--- src/rtl/hazard_detect_unit.sv ---
// Hazard controller for the 5-stage core: load-use stall, branch/jump squash, memory-wait freeze, event counters.
// Controls are combinational from state and inputs (zero latency); counters update one cycle after the event; mem_wait freezes everything.
module hazard_detect_unit #(
    parameter int REG_W      = 3,
    parameter int BR_PENALTY = 2,
    parameter int CNT_W      = 16
) (
    input  logic             clk,
    input  logic             rst,
    input  logic [REG_W-1:0] id_rs,
    input  logic [REG_W-1:0] id_rt,
    input  logic             id_uses_rs,
    input  logic             id_uses_rt,
    input  logic             id_jump,
    input  logic             idex_memRead,
    input  logic [REG_W-1:0] idex_dst,
    input  logic             branch_taken,
    input  logic             mem_wait,
    output logic             pc_write,
    output logic             ifid_write,
    output logic             ifid_flush,
    output logic             ctrl_flush,
    output logic             pipe_hold,
    output logic [CNT_W-1:0] stall_cnt,
    output logic [CNT_W-1:0] flush_cnt
);

    typedef enum logic {RUN, FLUSH} state_t;

    typedef struct packed {
        logic pc_write;
        logic ifid_write;
        logic ifid_flush;
        logic ctrl_flush;
        logic pipe_hold;
    } ctrl_t;

    localparam ctrl_t CTL_NORM   = '{pc_write: 1'b1, ifid_write: 1'b1, ifid_flush: 1'b0, ctrl_flush: 1'b0, pipe_hold: 1'b0};
    localparam ctrl_t CTL_RST    = '{pc_write: 1'b0, ifid_write: 1'b0, ifid_flush: 1'b1, ctrl_flush: 1'b1, pipe_hold: 1'b0};
    localparam ctrl_t CTL_HOLD   = '{pc_write: 1'b0, ifid_write: 1'b0, ifid_flush: 1'b0, ctrl_flush: 1'b0, pipe_hold: 1'b1};
    localparam ctrl_t CTL_SQUASH = '{pc_write: 1'b1, ifid_write: 1'b1, ifid_flush: 1'b1, ctrl_flush: 1'b1, pipe_hold: 1'b0};
    localparam ctrl_t CTL_STALL  = '{pc_write: 1'b0, ifid_write: 1'b0, ifid_flush: 1'b0, ctrl_flush: 1'b1, pipe_hold: 1'b0};
    localparam ctrl_t CTL_JUMP   = '{pc_write: 1'b1, ifid_write: 1'b1, ifid_flush: 1'b1, ctrl_flush: 1'b0, pipe_hold: 1'b0};

    localparam logic [2:0]       REM_RELOAD = 3'(BR_PENALTY - 1);
    localparam bit               MULTI_CYC  = (BR_PENALTY > 1);
    localparam logic [CNT_W-1:0] CNT_ONE    = {{(CNT_W-1){1'b0}}, 1'b1};

    state_t           state, state_nxt;
    logic [2:0]       rem, rem_nxt;
    logic [CNT_W-1:0] stall_cnt_q, flush_cnt_q;
    logic             stall_evt, flush_evt;
    logic             lu_haz;
    ctrl_t            ctl;

    // Register 0 is hardwired zero, so a load targeting it never creates a dependency.
    always_comb begin
        lu_haz = idex_memRead && (idex_dst != '0) &&
                 ((id_uses_rs && (id_rs == idex_dst)) ||
                  (id_uses_rt && (id_rt == idex_dst)));
    end

    always_comb begin
        ctl       = CTL_NORM;
        state_nxt = state;
        rem_nxt   = rem;
        stall_evt = 1'b0;
        flush_evt = 1'b0;
        if (rst) begin
            ctl = CTL_RST;
        end else if (mem_wait) begin
            ctl = CTL_HOLD;
        end else if ((state == FLUSH) || branch_taken) begin
            // Wrong-path cycles: hazards and jumps in ID are discarded anyway.
            ctl = CTL_SQUASH;
            if (branch_taken) begin
                flush_evt = 1'b1;
                rem_nxt   = REM_RELOAD;
                state_nxt = MULTI_CYC ? FLUSH : RUN;
            end else begin
                rem_nxt   = (rem == 3'd0) ? 3'd0 : rem - 3'd1;
                state_nxt = (rem <= 3'd1) ? RUN : FLUSH;
            end
        end else if (lu_haz) begin
            ctl       = CTL_STALL;
            stall_evt = 1'b1;
        end else if (id_jump) begin
            ctl = CTL_JUMP;
        end
    end

    always_ff @(posedge clk) begin
        if (rst) begin
            state       <= RUN;
            rem         <= 3'd0;
            stall_cnt_q <= '0;
            flush_cnt_q <= '0;
        end else begin
            state <= state_nxt;
            rem   <= rem_nxt;
            if (stall_evt && (stall_cnt_q != '1))
                stall_cnt_q <= stall_cnt_q + CNT_ONE;
            if (flush_evt && (flush_cnt_q != '1))
                flush_cnt_q <= flush_cnt_q + CNT_ONE;
        end
    end

    assign pc_write   = ctl.pc_write;
    assign ifid_write = ctl.ifid_write;
    assign ifid_flush = ctl.ifid_flush;
    assign ctrl_flush = ctl.ctrl_flush;
    assign pipe_hold  = ctl.pipe_hold;
    assign stall_cnt  = stall_cnt_q;
    assign flush_cnt  = flush_cnt_q;

endmodule

--- config.mk ---
export PLATFORM = sky130hd
export DESIGN_NAME = hazard_detect_unit
export DESIGN_NICKNAME = d
export VERILOG_FILES = /design/src/rtl/hazard_detect_unit.sv
export SDC_FILE = /design/constraint.sdc
export NUM_CORES = 1
export LEC_CHECK = 0
export CAP_MARGIN = 15
export CELL_PAD_IN_SITES_DETAIL_PLACEMENT = 0
export CELL_PAD_IN_SITES_GLOBAL_PLACEMENT = 1
export CORE_MARGIN = 2
export CORE_UTILIZATION = 37
export DETAILED_ROUTE_END_ITERATION = 10
export PLACE_DENSITY_LB_ADDON = 0.1
export SLEW_MARGIN = 20
export SYNTH_ARGS = -nofsm -noshare
export SYNTH_HDL_FRONTEND = slang
export SYNTH_SLANG_ARGS = --single-unit
--- constraint.sdc ---
create_clock -name clk -period 4.8 [get_ports clk]
set_input_delay 0.72 -clock clk [delete_from_list [all_inputs] [get_ports clk]]
set_output_delay 0.72 -clock clk [all_outputs]
set_load 0.02 [all_outputs]
Yosys cells after proc, flatten, opt, wreduce, memory -nomap -nowiden:

Cells that the tools add are included.

* eq/ne operators: 4
* order comparisons: 1
* reductions and logical operators: 11
* $add $sub $neg: 3
* bitwise operators: 1
* multiplexer cells: 17

Operators by type and width (number)
* $add 16x1->16 const B: 2
* $ne 16x16->1 const B: 2
* $mux 5: 4
* $mux 1: 10
* $mux 3: 3
* $eq 3x3->1: 2
* $logic_and 1x1->1: 6
* $le 3x1->1 const B: 1
* $logic_not 3->1: 1
* $reduce_bool 3->1: 1
* $sub 3x1->3 const B: 1
* $logic_or 1x1->1: 2
* $reduce_and 2->1: 1
* $not 1->1: 1

* bits of input ports: 17
* word-level logic and storage cells: 41
* output and inout bits: 37
* bits in registers: 36

Depth between registers and ports, before layout:

Gate-level depths: netlist of run 1.

* depth in word-level cells: 9
* gate-level depth with buffers: 7
* depth with buffers taken out: 6

Worst setup path before layout of run 1:

OpenSTA, ideal clock, no wires.

* path kind: input to output
* from: in idex_dst[0]
* to: out pc_write
* data required time: 4.080 ns
* buffers on the path: 1
* stages on the path: 4
* data arrival time: 2.098 ns
* path slack: 1.982 ns
* path through: o31ai_1 -> a21oi_1 -> a21boi_0 -> buf_4

* cells in the longest elaborated chain, start to end: 8
* elaborated cells between the ends (all ways): 12
* classes of those cells: 2 x eq/ne; 4 x mux; 6 x reduce/logical

Ends and longest elaborated chain
* start: declaration: RTL line 16 `input logic [REG_W-1:0] idex_dst,`
* $eq 3x3->1, on equally long branches: RTL line 59, 60
* $logic_and 1x1->1, on equally long branches: RTL line 59, 60
* $logic_or 1x1->1: RTL line 59 `((id_uses_rs && (id_rs == idex_dst)) ||`
* $logic_and 1x1->1 (*): RTL line 58 `lu_haz = idex_memRead && (idex_dst != '0) &&`
* $mux 5 (*): RTL line 84 `end else if (lu_haz) begin`
* $mux 5 (*): RTL line 73 `end else if ((state == FLUSH) || branch_taken) begin`
* $mux 5 (*): RTL line 71 `end else if (mem_wait) begin`
* $mux 5 (*): RTL line 69 `if (rst) begin`
* end: declaration: RTL line 19 `output logic pc_write,`

Every way passes the cells marked *; elsewhere a longest branch is shown, timed or not.

Worst setup path after layout of run 1:

Ends and elaborated chain as after synthesis.

==> impl_metrics.yaml, run 1 <==
run_status:
  outcome: "finished, final reports clean"
timing:
  max_freq_ghz: 0.2859
  final_hold_viol_count: 0
  tightest_slew_ns: 0.7541
  slew_viol_final: 0
  setup-tns-final_ns: 0
  rsz0062_at_grt: "no"
  finalCritPeriodShare_pct: 72.88
  period_minus_slack_ns: 3.498
  fin_skew_ns: 0.005490
  setup_viol: 0
  relSlewSlack_pct: 49.54
grt:
  antenna_found_initial: 0
  grtUsageTotal_pct: 17.35
  grt.overflow.total: 0
  grt_pass1_vias: 1801
  grt_pass1_wl_mm: 8.452
  grt_max_degree: 20
setup_path:
  r2r-end: "stall_cnt[5]"
  rrSetupSlack_ns: 2.37
  path_common_cell: "clkdlybuf4s50_1"
  critPathLaunch: "idex_dst[0]"
  startpoint_type: "input port"
  path_max_fanout: 5
  cp_slowest_cell: "clkdlybuf4s50_1"
  slowest_delay_ns: 0.65
  reg2reg_from: "stall_cnt[0]"
  critPathKind: "in -> out"
  reg2reg_depth: 6
  endpoint_kind: "output pin"
  setup.worst_path.end: "pc_write"
  arrival_ns: 2.78
  crit_chain: "clkdlybuf4s50_1 -> o31ai_1 -> a21oi_1 -> a21boi_0 -> clkdlybuf4s50_1"
  cp.required_ns: 4.08
clock_tree:
  clock_latency_ns: 0.28
  postCtsHoldBufs: 0
  htree_levels: 2
  cts-buffers-inserted: 5
  cts_sinks: 36
  clk_pin_slew_ns: 0.07
  ctsLongestPathBuffers: 2
  cts-root-buf: "clkbuf_8"
  post_cts_buffers: 0
  cts_tree: "built"
  cts_resized: 0
final_layout:
  final_common_cell: "clkdlybuf4s50_1"
  synthToLayoutAreaGrowth_pct: 34.01
  final_cell_mix: "clkdlybuf4s50_1, dfxtp_1, nor2_1, a21oi_1, nand3_1"
  final_util_pct: 51.41
  fillers: 541
  layout.nets: 313
  drive_gt1_share_pct: 5.461
  antenna_cells: 0
synth:
  ys_ff_latch: 36
  synth_edf_count: 0
  synth_xor_area_share_pct: 7.551
  synth_top_family_by_area: "simple AND/OR/NAND/NOR gates"
  synth-main-ff-cell: "dfxtp_1"
  synthMuxAreaShare_pct: 2.728
  syn_inst: 241
  seq_area_frac_synth_pct: 36.55
  synth_nets: 262
  syn-cell-area_um2: 1972
  yosysUniqueCellTypes: 49
  synth_compound_area_share_pct: 16.62
  synth-simple-area-share_pct: 30.20
  yosysWarnings: 0
  async_reset_ff_share_pct: 0
  syn_area_per_cell_um2: 8.182
  yosys.area_share.adder_pct: 2.538
die:
  die_h_um: 77
  initial_core_util_pct: 38.36
  die_w_um: 77
  num_io_pins: 54
  core_um2: 5140
  rows: 26
  die_area_um2: 5929
placed_design:
  hpwl_mm: 3.549
  place_congestion: 0.7562
  port_buffers: 53
routing:
  drc_errors: 0
  drt-initial-drc-count: 109
  drtPass1Iterations: 5
  drtAntennaViolNets: 0
  vias: 1909
  routed_via_density: 5.259
  wl_per_cell_um: 13.55
  wl_mm: 4.918
power:
  leakage_uw: 0.0008395
  power_density_nw_per_um2: 219.7
  vdd_ir_drop_max_mv: 0.1336
flow_run:
  maxCapViolations: 0
min_path:
  worstHoldPathType: "reg -> reg"
==> worst max-delay path: cells and delay by family <==
family	cells	cell delay, ns
buffers and inverters	2	1.12
AO/OA/AOI/OAI	3	0.93
==> cells by family (layout without fill, tap and decap cells) <==
kind of cell / Yosys count / count (layout)
muxes: 5 / 5
xor gates and xnor gates: 17 / 17
and+or+nand+nor: 112 / 112
AOI/OAI and AO/OA: 50 / 50
DFF: 36 / 36
buffers and inverters: 17 / 69
adders and majority gates: 4 / 4
==> power by group <==
group	internal [uW]	switching, uW
Clock	117	103
Combinational	29.5	27.7
Sequential	301	2.48
Total	447	133
==> sequential cells by signal (all words and copies together) (netlist names) <==
name and flops:
flush_cnt 16, rem 3, stall_cnt 16, state 1
==> synth_stat cells, types with 4 or more instances <==
library cell	count	area, um2
xor2_1	5	43.79
nand3_1	14	70.07
nor2b_1	5	31.28
nor2_1	30	112.6
nand4_1	10	62.56
inv_1	6	22.52
ha_1	4	50.05
or4_1	5	37.54
dfxtp_1	36	720.7
nor3_1	8	40.04
nand2_1	13	48.80
o21ai_0	10	50.05
clkbuf_1	9	33.78
a21oi_1	16	80.08
nand2b_1	4	25.02
xnor2_1	12	105.1
or3_1	9	56.30
o31ai_1	5	37.54
==> how the worst min path moves through the flow <==
stage,to,depth (start not counted),from,slack [ns]
5_1_grt,rem[0],2,rem[0],0.52
3_3_place_gp,rem[0],2,rem[0],0.46
3_5_place_dp,rem[0],2,rem[0],0.48
4_1_cts,rem[0],2,rem[0],0.49
2_1_floorplan,rem[0],2,rem[0],0.45
6_report,rem[0],2,rem[0],0.48
==> metrics by stage <==
step           cell area [um2]  hold slack (ns)  std cells  setup slack, ns  power (uW)
2_1_floorplan             1972           0.4539        241            1.982       340.3
3_3_place_gp              2552           0.4640        355            1.334       367.5
3_5_place_dp              2552           0.4755        355            1.291       367.6
4_1_cts                   2643           0.4859        363            1.293       590.4
5_1_grt                   2643           0.5160        363            1.042       608.9
6_report                  2643           0.4821        363            1.302       580.5
==> area by class of cell <==
class / count / area (um2) / share of cell area (%)
Tap cell: 70 / 87.58 / 3.314
Clock buffer: 8 / 90.09 / 3.409
Timing Repair Buffer: 55 / 545.5 / 20.64
Inverter: 6 / 22.52 / 0.8523
Multi-Input combinational cell: 188 / 1176 / 44.51
Sequential cell: 36 / 720.7 / 27.27
==> routing by layer <==
layer  up-vias  wire (um)  share of wire (%)  global-route usage [%]
li1        979          -                  -                       -
met1       894       2452                 50                   23.29
met2        34       2313                 47                   28.51
met3         2        130                2.6                   3.647
met4         0         21               0.43                   4.286
met5         -          0                  0                       0
No activity file was read; power rests on OpenSTA's default activity.
==> inputs of run 2 (changes only) <==
--- a/config.mk
+++ b/config.mk
@@ -9,7 +9,7 @@
 export CELL_PAD_IN_SITES_DETAIL_PLACEMENT = 0
 export CELL_PAD_IN_SITES_GLOBAL_PLACEMENT = 1
 export CORE_MARGIN = 2
-export CORE_UTILIZATION = 37
+export CORE_UTILIZATION = 31
 export DETAILED_ROUTE_END_ITERATION = 10
 export PLACE_DENSITY_LB_ADDON = 0.1
 export SLEW_MARGIN = 20
==> constraint.sdc (replaced) <==
create_clock -name clk -period 3.1 [get_ports clk]
set_input_delay 0.465 -clock clk [delete_from_list [all_inputs] [get_ports clk]]
set_output_delay 0.465 -clock clk [all_outputs]
set_load 0.02 [all_outputs]
==> impl_metrics.yaml, run 2 (synthesized netlist as in run 1, its figures left out) <==
power:
  vdd_ir_drop_max_mv: 0.1798
  p_comb_share_pct: 10.3
  switching_share_pct: 23.36
  clkPwrFrac_pct: 38.1
  p_switching_uw: 212.4
  p_int_uw: 696.7
  pwr-share-seq_pct: 51.6
  p_total_uw: 909.1
  leakage_uw: 0.0008732
  power_density_nw_per_um2: 336.2
setup_path:
  startpoint_type: "input port"
  crit_chain: "clkdlybuf4s50_1 -> xnor2_1 -> nand4_1 -> a21oi_1 -> nor3_1 -> o21ai_0 -> clkdlybuf4s50_1"
  slowest_delay_ns: 0.62
  cp_num_buf_inv: 2
  cp_slowest_cell: "clkdlybuf4s50_1"
  critPathLaunch: "idex_dst[1]"
  endpoint_kind: "output pin"
  path_common_cell: "clkdlybuf4s50_1"
  reg2reg_from: "state"
  crit_family: "buffers and inverters"
  arrival_ns: 2.43
  path_max_fanout: 3
  cp.required_ns: 2.63
  critPathKind: "in -> out"
final_layout:
  synthToLayoutAreaGrowth_pct: 37.12
  final_common_cell: "clkdlybuf4s50_1"
  layout.nets: 320
  antenna_cells: 0
  drive_gt1_share_pct: 7.667
  fin_area_um2: 2704
  fin_cells: 377
  final_cell_mix: "clkdlybuf4s50_1, dfxtp_1, nor2_1, a21oi_1, nand3_1"
placed_design:
  post-place-ws_ns: 0.2062
  dp.cells: 369
  place_area_um2: 2614
  port_buffers: 53
  place_congestion: 0.7598
  hpwl_mm: 3.667
timing:
  setup-tns-final_ns: 0
  setup_viol: 0
  period_minus_slack_ns: 2.898
  relSlewSlack_pct: 58.93
  slew_viol_final: 0
  fin_ws_ns: 0.2016
  tightest_slew_ns: 0.6114
  final_hold_viol_count: 0
  finalCritPeriodShare_pct: 93.50
  max_freq_ghz: 0.3450
  fin_skew_ns: 0.004043
  rsz0062_at_grt: "no"
routing:
  drc_errors: 0
  drtAntennaViolNets: 0
  drtPass1Iterations: 4
  drt-initial-drc-count: 67
  wl_per_cell_um: 13.21
  routed_via_density: 5.125
  wl_mm: 4.979
  vias: 1932
clock_tree:
  cts-root-buf: "clkbuf_8"
  cts_resized: 0
  post_cts_buffers: 0
  cts_sinks: 36
  postCtsHoldBufs: 0
  htree_levels: 2
  clock_latency_ns: 0.29
  ctsLongestPathBuffers: 2
  clk_pin_slew_ns: 0.07
  cts-buffers-inserted: 5
  cts_tree: "built"
die:
  die_area_um2: 7015
  die_h_um: 83.76
  initial_core_util_pct: 31.60
  num_io_pins: 54
  rows: 29
  die_w_um: 83.76
  core_um2: 6241
min_path:
  worstHoldPathType: "reg -> reg"
  hold_start: "rem[0]"
flow_run:
  maxCapViolations: 0
grt:
  antenna_found_initial: 0
  grt_pass1_wl_mm: 8.404
  grt_pass1_vias: 1831
  grt_max_degree: 23
  grtUsageTotal_pct: 14.52
  grt.overflow.total: 0
run_status:
  outcome: "finished, final reports clean"
run 2: cell type report:
cell class,count,area [um2]
repair buffers,62,598.1
multi-input cells,188,1176
inverters,6,22.52
well taps,77,96.34
fillers,648,3537
flip-flops and latches,36,720.7
clock buffers,8,90.09
run 2: metrics by stage:
step | util [%] | hold WS, ns
after CTS | 43.32 | 0.4885
after detailed placement | 41.88 | 0.4797
after global routing | 43.32 | 0.5006
after floorplan | - | 0.4539
final | 43.32 | 0.4844
after global placement | 41.88 | 0.4685
run 2: final timing paths:
path                                      end  slack, ns  cells past startpoint
worst max-delay path               ctrl_flush       0.20                      7
worst min register to register         rem[0]       0.48                      2
worst max register to register  stall_cnt[11]       0.85                      5
worst min-delay path                   rem[0]       0.48                      2
run 2: power groups by stage:
stage	clock, uW	sequential [uW]	combinational (uW)
floorplan	0	482	45.3
global placement	0	480	94.7
detailed placement	0	480	94.5
CTS	356	469	94.9
global route	378	470	102
finish	346	470	93.5
run 2: worst reg2reg max path, stage by stage (launching register included):
cell and delay, ns:
dfxtp_1 0.37, or4_4 0.59, or3_1 0.40, a211o_1 0.33, or3_1 0.37, a21oi_1 0.13
run 2: per-layer routing:
metal / part of all wire (%) / vias to the layer above / track usage [%]
li1: - / 1000 / -
met1: 47 / 874 / 18.40
met2: 47 / 52 / 24.22
met3: 5.0 / 6 / 3.759
met4: 1.3 / 0 / 4.399
met5: 0 / - / 0
